--- src/rtl/mole_scheduler.sv ---
// Mole spawn/retire scheduler: owns the raised-mole vector, per-mole up timers and the spawn FSM.
// Pacing (up-time, spawn gap, concurrency cap) derives from the game level on a 1 ms strobe.
module mole_scheduler #(
  parameter int NUM_MOLES  = 12,
  parameter int MAX_ACTIVE = 4,
  parameter int UP_BASE    = 1500,
  parameter int UP_STEP    = 100,
  parameter int UP_MIN     = 400,
  parameter int GAP_BASE   = 800,
  parameter int GAP_STEP   = 60,
  parameter int GAP_MIN    = 200
) (
  input  logic                 clk,
  input  logic                 reset,
  input  logic                 enable,
  input  logic                 clear,
  input  logic                 tick_1ms,
  input  logic [3:0]           level,
  input  logic [3:0]           rand_idx,
  input  logic [NUM_MOLES-1:0] hit,
  output logic [NUM_MOLES-1:0] mole_up,
  output logic [3:0]           hit_cnt,
  output logic [3:0]           escape_cnt,
  output logic [3:0]           active_cnt
);

  localparam logic [1:0] ST_GAP   = 2'd0;
  localparam logic [1:0] ST_PICK  = 2'd1;
  localparam logic [1:0] ST_PROBE = 2'd2;

  function automatic logic [3:0] popcnt(input logic [NUM_MOLES-1:0] v);
    logic [3:0] c;
    c = '0;
    for (int unsigned i = 0; i < NUM_MOLES; i++) c = c + {3'b000, v[i]};
    return c;
  endfunction

  logic [3:0]  lvl_eff;
  logic [15:0] lvl_m1;
  logic [15:0] up_dec;
  logic [15:0] gap_dec_lvl;
  logic [11:0] up_ms;
  logic [11:0] gap_ms;
  logic [3:0]  cap_raw;
  logic [3:0]  cap;

  assign lvl_eff     = (level == 4'd0) ? 4'd1 : level;
  assign lvl_m1      = {12'd0, lvl_eff - 4'd1};
  assign up_dec      = 16'(UP_STEP) * lvl_m1;
  assign gap_dec_lvl = 16'(GAP_STEP) * lvl_m1;
  // Compare against base by adding the floor, so the subtraction can never wrap.
  assign up_ms  = 12'((16'(UP_BASE) >= up_dec + 16'(UP_MIN))
                      ? 16'(UP_BASE) - up_dec : 16'(UP_MIN));
  assign gap_ms = 12'((16'(GAP_BASE) >= gap_dec_lvl + 16'(GAP_MIN))
                      ? 16'(GAP_BASE) - gap_dec_lvl : 16'(GAP_MIN));
  assign cap_raw = 4'd1 + {1'b0, lvl_eff[3:1]};
  assign cap     = (cap_raw > 4'(MAX_ACTIVE)) ? 4'(MAX_ACTIVE) : cap_raw;

  logic [1:0]           state, state_nx;
  logic [11:0]          gap_cnt, gap_nx, gap_cur, gap_dec;
  logic                 armed;
  logic [3:0]           idx, idx_nx;
  logic [3:0]           probes, probes_nx;
  logic [11:0]          timer [NUM_MOLES];
  logic [NUM_MOLES-1:0] expire, hit_valid, escape_v, keep, spawn;

  assign active_cnt = popcnt(mole_up);

  always_comb begin
    for (int unsigned i = 0; i < NUM_MOLES; i++)
      expire[i] = enable & tick_1ms & mole_up[i] & (timer[i] <= 12'd1);
  end

  assign hit_valid = hit & mole_up & {NUM_MOLES{enable}};
  assign escape_v  = expire & ~hit_valid;
  assign keep      = mole_up & ~hit_valid & ~expire;

  // The reset value of the gap counter would depend on level; instead an unarmed
  // counter reads as gap_ms until the first enabled cycle latches it.
  assign gap_cur = armed ? gap_cnt : gap_ms;
  assign gap_dec = (tick_1ms && gap_cur != 12'd0) ? gap_cur - 12'd1 : gap_cur;

  always_comb begin
    state_nx  = state;
    gap_nx    = gap_cur;
    idx_nx    = idx;
    probes_nx = probes;
    spawn     = '0;
    case (state)
      ST_GAP: begin
        gap_nx = gap_dec;
        if (gap_dec == 12'd0 && active_cnt < cap) state_nx = ST_PICK;
      end
      ST_PICK: begin
        idx_nx    = (rand_idx >= 4'(NUM_MOLES)) ? rand_idx - 4'(NUM_MOLES) : rand_idx;
        probes_nx = '0;
        state_nx  = ST_PROBE;
      end
      ST_PROBE: begin
        if (!mole_up[idx]) begin
          spawn[idx] = 1'b1;
          gap_nx     = gap_ms;
          state_nx   = ST_GAP;
        end else if (probes == 4'(NUM_MOLES - 1)) begin
          gap_nx   = '0;
          state_nx = ST_GAP;
        end else begin
          idx_nx    = (idx == 4'(NUM_MOLES - 1)) ? 4'd0 : idx + 4'd1;
          probes_nx = probes + 4'd1;
        end
      end
      default: state_nx = ST_GAP;
    endcase
  end

  always_ff @(posedge clk or posedge reset) begin
    if (reset) begin
      mole_up    <= '0;
      hit_cnt    <= '0;
      escape_cnt <= '0;
      state      <= ST_GAP;
      gap_cnt    <= '0;
      armed      <= 1'b0;
      idx        <= '0;
      probes     <= '0;
      for (int unsigned i = 0; i < NUM_MOLES; i++) timer[i] <= '0;
    end else if (clear) begin
      mole_up    <= '0;
      hit_cnt    <= '0;
      escape_cnt <= '0;
      state      <= ST_GAP;
      gap_cnt    <= gap_ms;
      armed      <= 1'b1;
      probes     <= '0;
      for (int unsigned i = 0; i < NUM_MOLES; i++) timer[i] <= '0;
    end else if (enable) begin
      mole_up    <= keep | spawn;
      hit_cnt    <= popcnt(hit_valid);
      escape_cnt <= popcnt(escape_v);
      state      <= state_nx;
      gap_cnt    <= gap_nx;
      armed      <= 1'b1;
      idx        <= idx_nx;
      probes     <= probes_nx;
      for (int unsigned i = 0; i < NUM_MOLES; i++) begin
        if (spawn[i])           timer[i] <= up_ms;
        else if (!keep[i])      timer[i] <= '0;
        else if (tick_1ms)      timer[i] <= timer[i] - 12'd1;
      end
    end else begin
      hit_cnt    <= '0;
      escape_cnt <= '0;
    end
  end

endmodule

--- config.mk ---
export PLATFORM = sky130hd
export DESIGN_NAME = mole_scheduler
export DESIGN_NICKNAME = d
export VERILOG_FILES = /design/src/rtl/mole_scheduler.sv
export SDC_FILE = /design/constraint.sdc
export NUM_CORES = 1
export LEC_CHECK = 0
export CORE_MARGIN = 8
export CORE_UTILIZATION = 66
export CTS_CLUSTER_SIZE = 16
export DETAILED_ROUTE_END_ITERATION = 12
export DONT_BUFFER_PORTS = 1
export GPL_ROUTABILITY_DRIVEN = 0
export PLACE_DENSITY = 0.82
export SLEW_MARGIN = 20
export SYNTH_ARGS = -nofsm -noshare
export SYNTH_HDL_FRONTEND = slang
export SYNTH_SLANG_ARGS = --single-unit
--- constraint.sdc ---
create_clock -name clk -period 7.69 [get_ports clk]
set_input_delay 0.769 -clock clk [delete_from_list [all_inputs] [get_ports clk]]
set_output_delay 0.769 -clock clk [all_outputs]
set_load 0.005 [all_outputs]
==> metrics.yaml, run 1 <==
postCtsSetupBuffers: 0
crit_arrival_ns: 7.47
grt_max_degree: 119
overflow: 0
grt_util_met2: 0.4815
synth-edff-count: 0
synth_largest_area_cell: "dfrtp_1"
postSynthAreaPerCell_um2: 7.889
setup_tns_ns: 0
power.total_uw: 2959
start_util: 0.6649
slew_headroom: 0.2752
vdd_drop_max_uv: 173.8
pre_cts_ws_ns: 0.2221
drc: 0
powerDensity_nw_per_um2: 188.5
fp.coreArea_um2: 22370
critical_path.endpoint_type: "register"
outcome: "complete, no violations"
tritoncts: "done"
wire_per_inst_um: 20.71
met1_usage: 0.4094
p_leak_uw: 0.006981
drive_gt1_frac: 0.05081
setup_viol: 0
first_pass_iters: 8
area_growth_pct: 5.545
ios: 49
final_cells: 2136
die_area_um2: 27590
yosysUniqueCellTypes: 88
ys_top_cells_by_area: "dfrtp_1 (31%), nor2_1 (7.3%), ha_1 (6.2%)"
grt_pass1_vias: 13720
cts-root-buf: "clkbuf_16"
worst_pin_slew_ns: 1.080
nFillCells: 1758
ant_nets: 0
maxCapViolations: 0
dp_hpwl_um: 29970
cts_resized: 0
synth-async-reset-ratio: 1.000
busiest_layer: "met2"
ys_seq_area_frac: 0.3147
dp_cells: 2104
finalCritPeriodShare: 0.9264
ys.flop_type: "dfrtp_1"
clk_latency_ns: 0.45
drv_slew: 0
wirelength_um: 44240
min_period_ns: 7.124
rrSetupSlack_ns: 2.32
synth_top_area_frac: 0.3147
use_met3: 0.07535
antenna_found_initial: 1
setup.worst_path.start_class: "primary input"
drt_iter0_markers: 1870
synthCells: 1885
holdBufCountCts: 0
cts.clk_slew.worst_paths_ns: 0.08
hold_viol: 0
h-tree-depth: 4
dieWidth_um: 166.1
synth_nets: 2010
fin_skew_ns: 0.01165
rows: 55
max_freq_ghz: 0.1404
syn_area_um2: 14870
die-height_um: 166.1
io_buffer_count: 0
ys_seq_elements: 187
hold_path_class: "in -> async"
yosys_warnings: 0
clock_sinks: 187
nets: 1963
cts_made_buffers: 17
path_max_fanout: 10
cp_data_required_time_ns: 8.03
routed_via_density: 6.865
crit_type: "in -> reg"
cts_buffer_depth: 2
rsz0062_at_grt: "no"
vias: 14660
grt_use_total: 0.3159
setup_slack_ns: 0.5662
grt_pass1_wl_um: 71550
==> state kept, by name, summed over array words and instances, names as in the netlist <==
register and flops:
timer 144, gap_cnt 12, mole_up 12, escape_cnt 4, hit_cnt 4, idx 4, probes 4, state 2
armed 1
==> metrics by stage <==
step	hold WS (ns)	area (um2)	util
after floorplan	0.4485	14870	-
after global placement	0.4647	15070	0.6738
after detailed placement	0.4781	15070	0.6738
after CTS	0.3754	15690	0.7017
after global routing	0.3827	15700	0.7018
final	0.3312	15700	0.7018
==> kinds of logic (layout without fill, tap and decap cells) <==
kind of cell	Yosys count	in the layout	synth area share
multiplexers	10	10	0.009928
other	0	1	0
buffers and inverters	183	148	0.04754
AND/OR/NAND/NOR	821	821	0.2652
adder cells (fa/ha/maj)	100	100	0.09727
flip-flops	187	187	0.3147
XOR/XNOR	82	82	0.04931
AO/OA/AOI/OAI	502	502	0.2161
==> where the power goes <==
group          internal [uW]  switching, uW
clock                    549            422
sequential              1010           31.6
combinational            308            642
total                   1860           1090
==> cells in the mapped netlist (10+ instances only) <==
| cell type | count |
|---|---|
| nor2_1 | 288 |
| nand3_1 | 47 |
| nand2b_1 | 26 |
| xnor2_1 | 65 |
| or2_2 | 11 |
| and3_1 | 15 |
| nor2b_1 | 10 |
| clkbuf_1 | 83 |
| a31oi_1 | 11 |
| nand2_1 | 173 |
| dfrtp_1 | 187 |
| o21ai_0 | 171 |
| nor3b_1 | 24 |
| fa_1 | 26 |
| a21o_1 | 24 |
| nand3b_1 | 12 |
| or3_1 | 15 |
| xor2_1 | 15 |
| nand4_1 | 21 |
| nor4_1 | 40 |
| nor3_1 | 100 |
| a21oi_1 | 59 |
| o31ai_1 | 66 |
| o22ai_1 | 67 |
| inv_1 | 89 |
| o21ai_1 | 12 |
| ha_1 | 74 |
==> cells in the final DEF, fill, tap and decap left out, types with 6 or more instances in the layout <==
| cell type | count |
|---|---|
| a211oi_1 | 8 |
| a21o_1 | 24 |
| a21oi_1 | 59 |
| a22o_1 | 6 |
| a31oi_1 | 11 |
| and3_1 | 15 |
| buf_4 | 26 |
| clkbuf_16 | 17 |
| dfrtp_1 | 187 |
| fa_1 | 26 |
| ha_1 | 74 |
| inv_1 | 88 |
| nand2_1 | 173 |
| nand2b_1 | 26 |
| nand3_1 | 47 |
| nand3b_1 | 12 |
| nand4_1 | 21 |
| nor2_1 | 288 |
| nor2b_1 | 10 |
| nor3_1 | 100 |
| nor3b_1 | 24 |
| nor4_1 | 40 |
| o21a_1 | 7 |
| o21ai_0 | 171 |
| o21ai_1 | 12 |
| o22ai_1 | 67 |
| o31a_1 | 6 |
| o31ai_1 | 66 |
| or2_2 | 11 |
| or3_1 | 15 |
| or4_1 | 8 |
| xnor2_1 | 65 |
| xor2_1 | 15 |
==> worst max-delay path, cell delays in order <==
cell and delay, ns:
nor3_2 0.27, or2_2 0.27, clkinv_1 0.34, ha_1 0.43, xor2_1 0.41, inv_1 0.26
fa_1 0.59, inv_1 0.06, fa_1 0.55, inv_1 0.06, ha_1 0.29, and4_1 0.18
o21a_1 0.15, or2_4 0.29, mux2i_2 0.19, a2111oi_4 0.57, nor2_1 0.15, a32oi_1 0.56
nand4_1 0.19, o41a_1 0.40, a41o_1 0.27, a32o_1 0.21
==> layout make-up <==
cell class                 count  area, um2  area share
sequential                   187       4679      0.2981
multi-input combinational   1515       9489      0.6046
clock inverter                12      190.2     0.01212
tap                          285      356.6     0.02272
timing repair buffer          26      195.2     0.01244
antenna                        1      2.502   0.0001594
clock buffer                  19      432.9     0.02758
inverter                      91      349.1     0.02224
==> metal layers <==
layer  up-vias  wire length, um
li1       6676                -
met1      6905            17310
met2       873            19300
met3       209             5240
met4         0             2392
met5         -                0
==> worst paths after layout <==
path                            start          to  cells after the start
max                          level[2]    state[1]                     22
min                             reset   timer[61]                      1
max reg2reg                mole_up[1]    state[0]                     16
min reg2reg                timer[121]  timer[121]                      2
max in group asynchronous       reset   timer[29]                      2
min in group clk                clear    state[0]                      1
Note: power is estimated with default switching activity, not from simulation.
==> run 2: changes to the inputs <==
--- a/config.mk
+++ b/config.mk
@@ -5,12 +5,14 @@
 export SDC_FILE = /design/constraint.sdc
 export NUM_CORES = 1
 export LEC_CHECK = 0
+export ABC_AREA = 1
 export CORE_MARGIN = 8
 export CORE_UTILIZATION = 66
 export CTS_CLUSTER_SIZE = 16
 export DETAILED_ROUTE_END_ITERATION = 12
 export DONT_BUFFER_PORTS = 1
 export GPL_ROUTABILITY_DRIVEN = 0
+export GPL_TIMING_DRIVEN = 1
 export PLACE_DENSITY = 0.82
 export SLEW_MARGIN = 20
 export SYNTH_ARGS = -nofsm -noshare
==> metrics.yaml, run 2 <==
dp_hpwl_um: 29080  # was 29,970 um
die-height_um: 166.4  # was 166.1 um
clock_sinks: 187  # unchanged
grt_use_total: 0.3005  # was 0.3159
largest_register_ffs: 144  # unchanged
die_area_um2: 27690  # was 27,590 um2
grt_max_degree: 117  # was 119
cp_top_family: "simple AND/OR/NAND/NOR gates"  # was compound AO/OA/AOI/OAI gates
synth-async-reset-ratio: 1.000  # unchanged
multi_input_comb_area_um2: 8802  # was 9489 um2
fin_skew_ns: 0.01244  # was 0.01165 ns
synth-compound-area-share: 0.2050  # was 0.2161
syn_area_um2: 14930  # was 14,870 um2
ys_top_cells_by_area: "dfrtp_1 (31%), o21ai_0 (8.9%), inv_1 (7.5%)"  # was dfrtp_1 (31%), nor2_1 (7.3%), ha_1 (6.2%)
routed_via_density: 6.281  # was 6.865
wirelength_um: 42300  # was 44,240 um
yosysUniqueCellTypes: 58  # was 88
cts_resized: 0  # unchanged
io_buffer_count: 0  # unchanged
area_growth_pct: 5.698  # was 5.545%
synth_commonest_cells: "inv_1 (300), nand2_1 (284), o21ai_0 (267), nor2_1 (193), dfrtp_1 (187)"  # was nor2_1 (288), dfrtp_1 (187), nand2_1 (173), o21ai_0 (171), nor3_1 (100)
setup.worst_path.start_class: "primary input"  # unchanged
ys_seq_elements: 187  # unchanged
fp.coreArea_um2: 22430  # was 22,370 um2
cp_data_required_time_ns: 8.02  # was 8.03 ns
p_leak_uw: 0.007875  # was 0.006981 uW
postCtsSetupBuffers: 0  # unchanged
synth_nets: 2153  # was 2,010
maxCapViolations: 0  # unchanged
slew_headroom: 0.2658  # was 0.2752
yosys.area_share.simple: 0.2138  # was 0.2652
holdBufCountCts: 0  # unchanged
wire_per_inst_um: 18.42  # was 20.71 um
post-route-util: 0.7035  # was 0.7018
first_pass_iters: 9  # was 8
synth_top_area_frac: 0.3134  # was 0.3147
setup_viol: 0  # unchanged
regMostFlops: "timer"  # unchanged
path_max_fanout: 13  # was 10
synth_top_family_by_area: "simple AND/OR/NAND/NOR gates"  # unchanged
cts.clk_slew.worst_paths_ns: 0.08  # about the same
vdd_drop_max_uv: 158.5  # was 173.8 uV
cts-root-buf: "clkbuf_16"  # unchanged
drv_slew: 0  # unchanged
rsz0062_at_grt: "no"  # unchanged
clk_latency_ns: 0.44  # was 0.45 ns
antenna_found_initial: 1  # unchanged
overflow: 0  # unchanged
ios: 49  # unchanged
postSynthAreaPerCell_um2: 7.363  # was 7.889 um2
worst_pin_slew_ns: 1.098  # was 1.080 ns
ys.flop_type: "dfrtp_1"  # unchanged
synth_largest_area_cell: "dfrtp_1"  # unchanged
drc: 0  # unchanged
hold_path_class: "in -> async"  # unchanged
start_util: 0.6656  # was 0.6649
setup_tns_ns: 0  # unchanged
seq_area_um2: 4679  # unchanged
cts_buffer_depth: 2  # unchanged
grt_pass1_wl_um: 68450  # was 71,550 um
ant_nets: 0  # unchanged
drt_iter0_markers: 1776  # was 1,870
powerDensity_nw_per_um2: 184.1  # was 188.5 nW/um2
synth_xor_area_frac: 0.07324  # was 0.04931
vias: 14420  # was 14.66k
layout_common_cells: "inv_1 (299), nand2_1 (284), o21ai_0 (266)"  # was nor2_1 (288), dfrtp_1 (187), nand2_1 (173)
ys_seq_area_frac: 0.3134  # was 0.3147
crit_arrival_ns: 6.55  # was 7.47 ns
cp_slowest_stage_delay_ns: 0.59  # about the same
grt_pass1_vias: 13370  # was 13.72k
nets: 2123  # was 1,963
worst-path-buf-inv: 5  # was 4
synth-edff-count: 0  # unchanged
cts_made_buffers: 17  # unchanged
tritoncts: "done"  # unchanged
rows: 55  # unchanged
dieWidth_um: 166.4  # was 166.1 um
drive_gt1_frac: 0.05174  # was 0.05081
synth.most_common_cell: "inv_1"  # was nor2_1
critical_path.endpoint_type: "register"  # unchanged
cp_slowest_cell: "fa_1"  # unchanged
min_period_ns: 6.218  # was 7.124 ns
h-tree-depth: 4  # unchanged
hold_viol: 0  # unchanged
synth_fa_ha_area_frac: 0.09687  # was 0.09727
outcome: "complete, no violations"  # unchanged
synthCells: 2028  # was 1,885
crit_type: "in -> reg"  # unchanged
nFillCells: 1776  # was 1,758
yosys_warnings: 0  # unchanged
layout_commonest_cell: "inv_1"  # was nor2_1
max_freq_ghz: 0.1608  # was 0.1404 GHz
finalCritPeriodShare: 0.8086  # was 0.9264
crit_top_cell: "nand2_1"  # was inv_1
reg.largest.list: "timer (144), gap_cnt (12), mole_up (12)"  # unchanged
synth.area.mux_share: 0  # was 0.009928
[run 2: changes by cell type after synthesis, moves of 56 or more]
cell / change
o31ai_1: -57
o211ai_1: +92
o21ai_0: +96
nand3_1: +57
inv_1: +211
nand2_1: +111
xor2_1: +93
nor3_1: -56
nor2_1: -95
[run 2: cells by family after synthesis]
| group | after synthesis |
|---|---|
| and+or+nand+nor | 716 |
| AOI/OAI and AO/OA | 519 |
| buffers and inverters | 382 |
| DFF | 187 |
| xor gates and xnor gates | 124 |
| adders and majority gates | 100 |
[run 2: power breakdown]
part | leakage, uW | total (uW) | switching (uW) | internal (uW)
sequential | 0.00258 | 1040 | 24.9 | 1010
clock | 0.000293 | 919 | 407 | 511
combinational | 0.00500 | 950 | 693 | 257
[run 2: worst paths after layout]
kind                            startpoint       endpoint  slack, ns  cells after the start
worst min register to register   probes[3]      probes[3]       0.48                      1
worst max-delay path              level[0]       state[1]       1.47                     29
max in group asynchronous            reset     mole_up[8]       5.90                      2
min in group clk                     clear     hit_cnt[0]       0.39                      1
worst min-delay path                 reset       timer[7]       0.29                      1
worst max register to register   timer[72]  escape_cnt[2]       2.65                     17
[run 2: area by class of cell]
cell class | count | area share
inverter | 310 | 0.07420
clock inverter | 10 | 0.008086
antenna | 1 | 0.0001586
timing repair buffer | 23 | 0.01094
clock buffer | 21 | 0.02981
sequential | 187 | 0.2965
tap | 285 | 0.02259
multi-input combinational | 1459 | 0.5577
[run 2: layer usage]
metal | GRT usage | up-vias | share of wire
met4 | 0.1265 | 0 | 0.040
met2 | 0.4765 | 792 | 0.45
met3 | 0.06974 | 127 | 0.11
met5 | 0 | - | 0
met1 | 0.3903 | 6774 | 0.40
li1 | - | 6729 | -
[run 2: worst register-to-register path: stages, from the launching register on]
cell     delay (ns)
dfrtp_1        0.41
inv_1          0.12
ha_1           0.21
inv_1          0.06
nor2_1         0.25
inv_1          0.10
a21oi_1        0.16
nand4_1        0.16
or2_2          0.33
fa_1           0.58
fa_1           0.46
fa_1           0.52
fa_1           0.54
inv_1          0.04
ha_1           0.22
fa_1           0.40
a21oi_1        0.17
o21a_1         0.21
[run 2: stage by stage]
| step | power [uW] | hold WS (ns) | setup slack (ns) | instance area (um2) | cells |
|---|---|---|---|---|---|
| after global placement | 1953 | 0.4536 | 1.384 | 15180 | 2264 |
| after CTS | 2889 | 0.3660 | 1.606 | 15780 | 2295 |
| after detailed placement | 1974 | 0.4644 | 1.160 | 15180 | 2264 |
| final | 2906 | 0.2935 | 1.472 | 15780 | 2296 |
| after global routing | 3033 | 0.3533 | 0.9685 | 15780 | 2296 |
| after floorplan | 1711 | 0.4335 | 1.836 | 14930 | 2028 |
